`src/rtl/rv_imm_pkg.sv`:
```
// Immediate-decode types, opcode constants and the shared extraction helper.
// imm_extract always returns a 64-bit value; callers truncate to their XLEN.
package rv_imm_pkg;

  typedef enum logic [2:0] {
    IMM_R = 3'd0,
    IMM_I = 3'd1,
    IMM_S = 3'd2,
    IMM_B = 3'd3,
    IMM_U = 3'd4,
    IMM_J = 3'd5,
    IMM_Z = 3'd6
  } imm_type_e;

  localparam logic [6:0] OPC_LOAD      = 7'b0000011;
  localparam logic [6:0] OPC_OP_IMM    = 7'b0010011;
  localparam logic [6:0] OPC_AUIPC     = 7'b0010111;
  localparam logic [6:0] OPC_OP_IMM_32 = 7'b0011011;
  localparam logic [6:0] OPC_STORE     = 7'b0100011;
  localparam logic [6:0] OPC_OP        = 7'b0110011;
  localparam logic [6:0] OPC_LUI       = 7'b0110111;
  localparam logic [6:0] OPC_OP_32     = 7'b0111011;
  localparam logic [6:0] OPC_BRANCH    = 7'b1100011;
  localparam logic [6:0] OPC_JALR      = 7'b1100111;
  localparam logic [6:0] OPC_JAL       = 7'b1101111;
  localparam logic [6:0] OPC_SYSTEM    = 7'b1110011;

  function automatic logic [63:0] imm_extract(imm_type_e t, logic [31:0] instr);
    logic [63:0] imm;
    logic        unused_opc;
    unused_opc = ^instr[6:0];
    imm        = '0;
    case (t)
      IMM_I:   imm = {{52{instr[31]}}, instr[31:20]};
      IMM_S:   imm = {{52{instr[31]}}, instr[31:25], instr[11:7]};
      IMM_B:   imm = {{51{instr[31]}}, instr[31], instr[7], instr[30:25], instr[11:8], 1'b0};
      IMM_U:   imm = {{32{instr[31]}}, instr[31:12], 12'b0};
      IMM_J:   imm = {{43{instr[31]}}, instr[31], instr[19:12], instr[20], instr[30:21], 1'b0};
      IMM_Z:   imm = {59'b0, instr[19:15]};
      default: imm = '0;
    endcase
    return imm;
  endfunction

endpackage

```
`src/rtl/imm_skid_buffer.sv`:
```
// Two-entry valid/ready stage: one output register plus one skid entry.
// ready_o depends only on the skid flag and rst, never on ready_i.
module imm_skid_buffer #(
  parameter int W = 8
) (
  input  logic         clk,
  input  logic         rst,
  input  logic         valid_i,
  output logic         ready_o,
  input  logic [W-1:0] data_i,
  output logic         valid_o,
  input  logic         ready_i,
  output logic [W-1:0] data_o
);

  logic         out_valid_q, out_valid_d;
  logic         skid_valid_q, skid_valid_d;
  logic [W-1:0] out_data_q, out_data_d;
  logic [W-1:0] skid_data_q, skid_data_d;
  logic         accept;
  logic         out_free;

  assign ready_o  = ~skid_valid_q & ~rst;
  assign accept   = valid_i & ready_o;
  assign out_free = ~out_valid_q | ready_i;

  always_comb begin
    out_valid_d  = out_valid_q;
    out_data_d   = out_data_q;
    skid_valid_d = skid_valid_q;
    skid_data_d  = skid_data_q;
    if (out_free) begin
      // A held skid entry always has priority so ordering stays FIFO.
      if (skid_valid_q) begin
        out_valid_d  = 1'b1;
        out_data_d   = skid_data_q;
        skid_valid_d = 1'b0;
      end else begin
        out_valid_d = accept;
        if (accept) out_data_d = data_i;
      end
    end else if (accept) begin
      skid_valid_d = 1'b1;
      skid_data_d  = data_i;
    end
  end

  always_ff @(posedge clk) begin
    if (rst) begin
      out_valid_q  <= 1'b0;
      out_data_q   <= '0;
      skid_valid_q <= 1'b0;
      skid_data_q  <= '0;
    end else begin
      out_valid_q  <= out_valid_d;
      out_data_q   <= out_data_d;
      skid_valid_q <= skid_valid_d;
      skid_data_q  <= skid_data_d;
    end
  end

  assign valid_o = out_valid_q;
  assign data_o  = out_data_q;

endmodule

```
`src/rtl/imm_decode_pipe.sv`:
```
// Opcode-driven immediate decoder registered behind a two-entry skid stage.
// Optional IMM_DECODE_ZICSR_EN: CSR*I forms report type Z with a 5-bit zero-extended uimm.
module imm_decode_pipe
  import rv_imm_pkg::*;
#(
  parameter int XLEN  = 32,
  parameter int TAG_W = 8
) (
  input  logic             clk,
  input  logic             rst,
  input  logic             in_valid,
  output logic             in_ready,
  input  logic [31:0]      in_instr,
  input  logic [TAG_W-1:0] in_tag,
  output logic             out_valid,
  input  logic             out_ready,
  output logic [XLEN-1:0]  out_imm,
  output logic [2:0]       out_type,
  output logic             out_illegal,
  output logic [TAG_W-1:0] out_tag
);

  localparam int PW = XLEN + 3 + 1 + TAG_W;

  imm_type_e       dec_type;
  logic            dec_illegal;
  logic [63:0]     imm_full;
  logic [XLEN-1:0] dec_imm;
  logic            unused_imm;
  logic [PW-1:0]   pl_in;
  logic [PW-1:0]   pl_out;

  always_comb begin
    dec_type    = IMM_R;
    dec_illegal = 1'b0;
    if (in_instr[1:0] != 2'b11) begin
      dec_illegal = 1'b1;
    end else begin
      case (in_instr[6:0])
        OPC_LOAD, OPC_OP_IMM, OPC_JALR: dec_type = IMM_I;
        OPC_SYSTEM: begin
          dec_type = IMM_I;
`ifdef IMM_DECODE_ZICSR_EN
          if (in_instr[14]) dec_type = IMM_Z;
`endif
        end
        OPC_STORE:          dec_type = IMM_S;
        OPC_BRANCH:         dec_type = IMM_B;
        OPC_LUI, OPC_AUIPC: dec_type = IMM_U;
        OPC_JAL:            dec_type = IMM_J;
        OPC_OP:             dec_type = IMM_R;
        OPC_OP_IMM_32: begin
          if (XLEN == 64) dec_type = IMM_I;
          else            dec_illegal = 1'b1;
        end
        OPC_OP_32: begin
          if (XLEN != 64) dec_illegal = 1'b1;
        end
        default:            dec_illegal = 1'b1;
      endcase
    end
  end

  // Illegal decodes leave dec_type at R, which extracts to zero.
  assign imm_full   = imm_extract(dec_type, in_instr);
  assign dec_imm    = imm_full[XLEN-1:0];
  assign unused_imm = ^imm_full;
  assign pl_in      = {dec_imm, dec_type, dec_illegal, in_tag};

  imm_skid_buffer #(
    .W(PW)
  ) u_skid (
    .clk     (clk),
    .rst     (rst),
    .valid_i (in_valid),
    .ready_o (in_ready),
    .data_i  (pl_in),
    .valid_o (out_valid),
    .ready_i (out_ready),
    .data_o  (pl_out)
  );

  assign {out_imm, out_type, out_illegal, out_tag} = pl_out;

endmodule

```
`config.mk`:
```
export PLATFORM = sky130hd
export DESIGN_NAME = imm_decode_pipe
export DESIGN_NICKNAME = d
export VERILOG_FILES = /design/src/rtl/rv_imm_pkg.sv /design/src/rtl/imm_skid_buffer.sv /design/src/rtl/imm_decode_pipe.sv
export SDC_FILE = /design/constraint.sdc
export NUM_CORES = 1
export LEC_CHECK = 0
export CAP_MARGIN = 20
export CORE_ASPECT_RATIO = 0.6
export CORE_MARGIN = 5
export CORE_UTILIZATION = 52
export CTS_CLUSTER_SIZE = 14
export DETAILED_ROUTE_END_ITERATION = 8
export PLACE_DENSITY = 0.82
export SLEW_MARGIN = 0
export SYNTH_ARGS = -nofsm -noshare
export SYNTH_HDL_FRONTEND = slang
export SYNTH_SLANG_ARGS = --single-unit
```
`constraint.sdc`:
```
create_clock -name clk -period 2.9 [get_ports clk]
set_clock_uncertainty 0.1 [all_clocks]
set_input_delay 0.87 -clock clk [delete_from_list [all_inputs] [get_ports clk]]
set_output_delay 0.87 -clock clk [all_outputs]
set_load 0.1 [all_outputs]
```
==> results summary, run 1 <==
STA classifies the critical path startpoint as a primary input. The number of top-level pins is 90. The leakage power total is 1.98 nW. The required time of the worst setup path is 3000 ps.

The number of distinct library cells after synthesis is 51. The ratio of cells with drive above 1 in the final layout came out at 0.200. The TritonCTS clock tree is yes. The achievable frequency is 0.384 GHz. Setup repair after global routing left no endpoint under its margin. During synthesis, Yosys emitted a total of 0 warnings. The least setup slack across all paths after layout is 295 ps. The measured slew at the worst slew-check pin came out at 812 ps.

The number of antenna violations at the first check in global routing came out at 0. The wire length of the first global-routing pass is 19.5 mm. Setup violations remaining at the end of the flow were counted as 0. The classification of the worst setup path is primary input to flip-flop. The placement-stage cell area is 5240 sq um. The total number of vias is 4158. The clock net sink count came out at 90. The routed length per instance is 17.6 um. The mean cell area of the mapped netlist is 8.61 sq um. The non-filler instance count after layout came out at 689. Clock tree synthesis selected as its root buffer the cell sky130_fd_sc_hd__clkbuf_16.

The wire-length estimate of the detail-placed layout is 8.61 mm. The number of placed cells counting well taps is 673. 0 antenna diodes ended up in the layout.

The via count of the first global-routing pass was 3944. After floorplanning, the core was divided into 25 placement rows. The number of setup buffers added after CTS is 0. In the finished design, the share of the clock period the worst path needs comes to 0.898.

The minimum setup slack after placement is -54.3 ps. The initial cell density of the core came out at 0.539. Buffers inserted during clock tree synthesis total 9. The mapped netlist covers 4260 sq um.

After detailed routing, the total wire length is 12.1 mm. From bottom edge to top edge, the die measures 80.1 um. The clock transition at the registers of the reported paths came out at 60 ps. The clock latency at the later pin of the worst-skew pair came out at 350 ps. After detailed routing, the number of remaining DRC violations is 0. The number of nets handed over by synthesis was 539. The worst setup path is captured at a flip-flop.

The final max-slew violation count is 0. The power density normalized to cell area is 564 nW/um^2. For this block, the initial DRC count from the detailed router was 385. The number of H-tree levels came out at 3. The number of hold violations in the final report is 0.

The all-layer global routing usage is 0.245. The number of register bits inferred by synthesis came out at 90. The flow ran to the end, and the final reports show no timing, DRC or antenna violations.

The maximum number of pins on one net before global-route repair came out at 62. In this run the worst hold path is classified as flip-flop to flip-flop. In this run the deepest clock path goes through 2 buffers. Along the worst path, the maximum fanout reaches 11.

The number of cells on the worst hold path is 2. The total of cells resized after clock tree synthesis came out at 0. In the synthesized netlist the dominant register cell turns out to be sky130_fd_sc_hd__dfxtp_1. The routability congestion estimate from global placement is 0.883. The number of buffers inserted by hold repair at cts is 0. The post-route worst hold slack came out at 355 ps. The share of synthesized flip-flops with an asynchronous set or reset came out at 0. The floorplan core area came out at 7910 sq um.

The number of flops mapped to enable cells by yosys came out at 0. The length in cells of the worst reg-to-reg path is 5. The routed design could run at a clock period as short as 2600 ps. The number of nets in the final layout is 620. The share of the yosys chip area belonging to registers came out at 0.423. The number of fillers in the final layout is 631. The synthesis-to-layout area growth came out at 31.3%. Headroom to the max-slew limit came out at 0.458. The ratio of routed vias to standard cells came out at 6.03.

The horizontal die dimension is 127 um. The final design instance area without fill came out at 5600 sq um. The floorplan step defined a die boundary enclosing 10200 sq um. Port buffering added 89 buffers.

The number of instances in the synthesized netlist came out at 495. The data arrival at the endpoint of the critical path came out at 2700 ps. The remaining global-route overflow is 0. The maximum vdd ir drop is 0.364 mV. The iteration count of the initial detailed-routing pass is 5.

The number of nets with antenna violations after routing is 0. The number of max-cap violations is 0.
-- placed cells by master, fill, tap and decap left out, types with 3 or more instances in the layout --
cell	netlist	routed
sky130_fd_sc_hd__o21ai_0	34	34
sky130_fd_sc_hd__nand4b_1	7	7
sky130_fd_sc_hd__a21oi_1	24	24
sky130_fd_sc_hd__bufinv_16	0	3
sky130_fd_sc_hd__inv_1	7	7
sky130_fd_sc_hd__dfxtp_1	90	89
sky130_fd_sc_hd__a22oi_1	6	6
sky130_fd_sc_hd__mux2i_1	12	12
sky130_fd_sc_hd__nand3_1	8	8
sky130_fd_sc_hd__a211oi_2	10	10
sky130_fd_sc_hd__nor3_1	11	11
sky130_fd_sc_hd__clkbuf_16	0	9
sky130_fd_sc_hd__and3_1	8	8
sky130_fd_sc_hd__nor2_1	47	46
sky130_fd_sc_hd__a221oi_1	19	19
sky130_fd_sc_hd__nand2b_1	6	6
sky130_fd_sc_hd__o2bb2ai_1	6	6
sky130_fd_sc_hd__buf_4	3	70
sky130_fd_sc_hd__nand3b_1	8	8
sky130_fd_sc_hd__clkdlybuf4s50_1	0	42
sky130_fd_sc_hd__buf_12	0	6
sky130_fd_sc_hd__nand2_1	64	64
sky130_fd_sc_hd__nor2b_1	4	4
sky130_fd_sc_hd__a211oi_1	24	24
sky130_fd_sc_hd__o32ai_1	7	7
sky130_fd_sc_hd__a22o_1	6	6
sky130_fd_sc_hd__a31oi_1	5	5
sky130_fd_sc_hd__o211ai_1	8	8
-- final timing paths --
check,startpoint,to,slack (ps)
worst min-delay path,u_skid.skid_data_q[43]$_SDFFE_PP0P_,u_skid.skid_data_q[43]$_SDFFE_PP0P_,350
worst min register to register,u_skid.skid_data_q[43]$_SDFFE_PP0P_,u_skid.skid_data_q[43]$_SDFFE_PP0P_,350
worst max-delay path,in_instr[6],u_skid.skid_data_q[32]$_SDFFE_PP0P_,300
worst max register to register,u_skid.skid_valid_q$_SDFFE_PP0P_,u_skid.skid_data_q[32]$_SDFFE_PP0P_,870
-- Yosys cell counts (2+ instances only) --
| cell type | number | area share |
|---|---|---|
| sky130_fd_sc_hd__a211oi_1 | 24 | 0.042 |
| sky130_fd_sc_hd__nand3b_1 | 8 | 0.014 |
| sky130_fd_sc_hd__nand3_1 | 8 | 0.0094 |
| sky130_fd_sc_hd__a22o_1 | 6 | 0.012 |
| sky130_fd_sc_hd__inv_1 | 7 | 0.0062 |
| sky130_fd_sc_hd__nor3_1 | 11 | 0.013 |
| sky130_fd_sc_hd__a221oi_1 | 19 | 0.039 |
| sky130_fd_sc_hd__nor2_1 | 47 | 0.041 |
| sky130_fd_sc_hd__a2111oi_2 | 2 | 0.0070 |
| sky130_fd_sc_hd__nand2_1 | 64 | 0.056 |
| sky130_fd_sc_hd__a211oi_2 | 10 | 0.029 |
| sky130_fd_sc_hd__o211ai_1 | 8 | 0.014 |
| sky130_fd_sc_hd__nand4b_1 | 7 | 0.014 |
| sky130_fd_sc_hd__buf_6 | 2 | 0.0053 |
| sky130_fd_sc_hd__dfxtp_1 | 90 | 0.42 |
| sky130_fd_sc_hd__xor2_1 | 2 | 0.0041 |
| sky130_fd_sc_hd__nand2b_1 | 6 | 0.0088 |
| sky130_fd_sc_hd__mux2i_1 | 12 | 0.028 |
| sky130_fd_sc_hd__buf_2 | 24 | 0.028 |
| sky130_fd_sc_hd__and3_1 | 8 | 0.012 |
| sky130_fd_sc_hd__buf_4 | 3 | 0.0053 |
| sky130_fd_sc_hd__o32ai_1 | 7 | 0.014 |
| sky130_fd_sc_hd__a21oi_1 | 24 | 0.028 |
| sky130_fd_sc_hd__o21ai_0 | 34 | 0.040 |
| sky130_fd_sc_hd__a31oi_1 | 5 | 0.0073 |
| sky130_fd_sc_hd__a22oi_1 | 6 | 0.011 |
| sky130_fd_sc_hd__nor2b_1 | 4 | 0.0059 |
| sky130_fd_sc_hd__o2bb2ai_1 | 6 | 0.012 |
| sky130_fd_sc_hd__clkbuf_1 | 19 | 0.017 |
-- stage by stage --
step | TNS, ps | utilization | total power, mW
2_1_floorplan | 0 | - | 1.62
3_3_place_gp | 0 | 0.662 | 1.78
3_5_place_dp | -445 | 0.662 | 1.79
4_1_cts | 0 | 0.707 | 3.18
5_1_grt | 0 | 0.707 | 3.27
6_report | 0 | 0.707 | 3.16
-- report_power, final --
group	internal (mW)	total, mW	switching [mW]
sequential	1.27	1.29	0.0191
clock	0.878	1.39	0.509
combinational	0.164	0.485	0.321
total	2.31	3.16	0.849
-- final cells by class --
class / instances / area [sq um] / area share
clock buffer: 10 / 239 / 0.0427
timing repair buffer: 119 / 1070 / 0.191
tap: 108 / 135 / 0.0241
sequential: 90 / 1800 / 0.322
clock inverter: 6 / 119 / 0.0212
inverter: 7 / 26.3 / 0.00469
multi-input combinational: 349 / 2200 / 0.394
-- logic make-up (layout without fill, tap and decap cells) --
| kind of cell | after synthesis | after routing | synth area share |
|---|---|---|---|
| buffers and inverters | 56 | 142 | 0.0628 |
| xor gates and xnor gates | 2 | 2 | 0.00411 |
| muxes | 12 | 12 | 0.0282 |
| DFF | 90 | 90 | 0.423 |
| and+or+nand+nor | 172 | 172 | 0.197 |
| AOI/OAI and AO/OA | 163 | 163 | 0.286 |
-- worst max-delay path, cell delays in order --
cell and delay [ps]:
sky130_fd_sc_hd__clkdlybuf4s50_1 570, sky130_fd_sc_hd__nor2b_1 290, sky130_fd_sc_hd__o32ai_4 160, sky130_fd_sc_hd__a21oi_2 650, sky130_fd_sc_hd__a211oi_1 170
-- state kept, by name, summed over array words and instances, names as in the netlist --
signal,count
u_skid.data_o,44
u_skid.skid_data_q,44
u_skid.skid_valid_q,1
u_skid.valid_o,1
-- metal layers --
metal | up-vias | GRT usage | part of all wire
met1 | 1946 | 0.331 | 0.45
met5 | - | 0 | 0
met4 | 0 | 0.0771 | 0.018
met2 | 198 | 0.370 | 0.43
met3 | 27 | 0.0844 | 0.11
li1 | 1987 | - | -
Power figures use the tool's default switching activity.
==> run 2, diff against run 1 <==
--- a/config.mk
+++ b/config.mk
@@ -11,6 +11,7 @@
 export CORE_UTILIZATION = 52
 export CTS_CLUSTER_SIZE = 14
 export DETAILED_ROUTE_END_ITERATION = 8
+export HOLD_SLACK_MARGIN = 0.03
 export PLACE_DENSITY = 0.82
 export SLEW_MARGIN = 0
 export SYNTH_ARGS = -nofsm -noshare
==> results of run 2 <==
Final layout, timing and power as in run 1 (identical DEF).
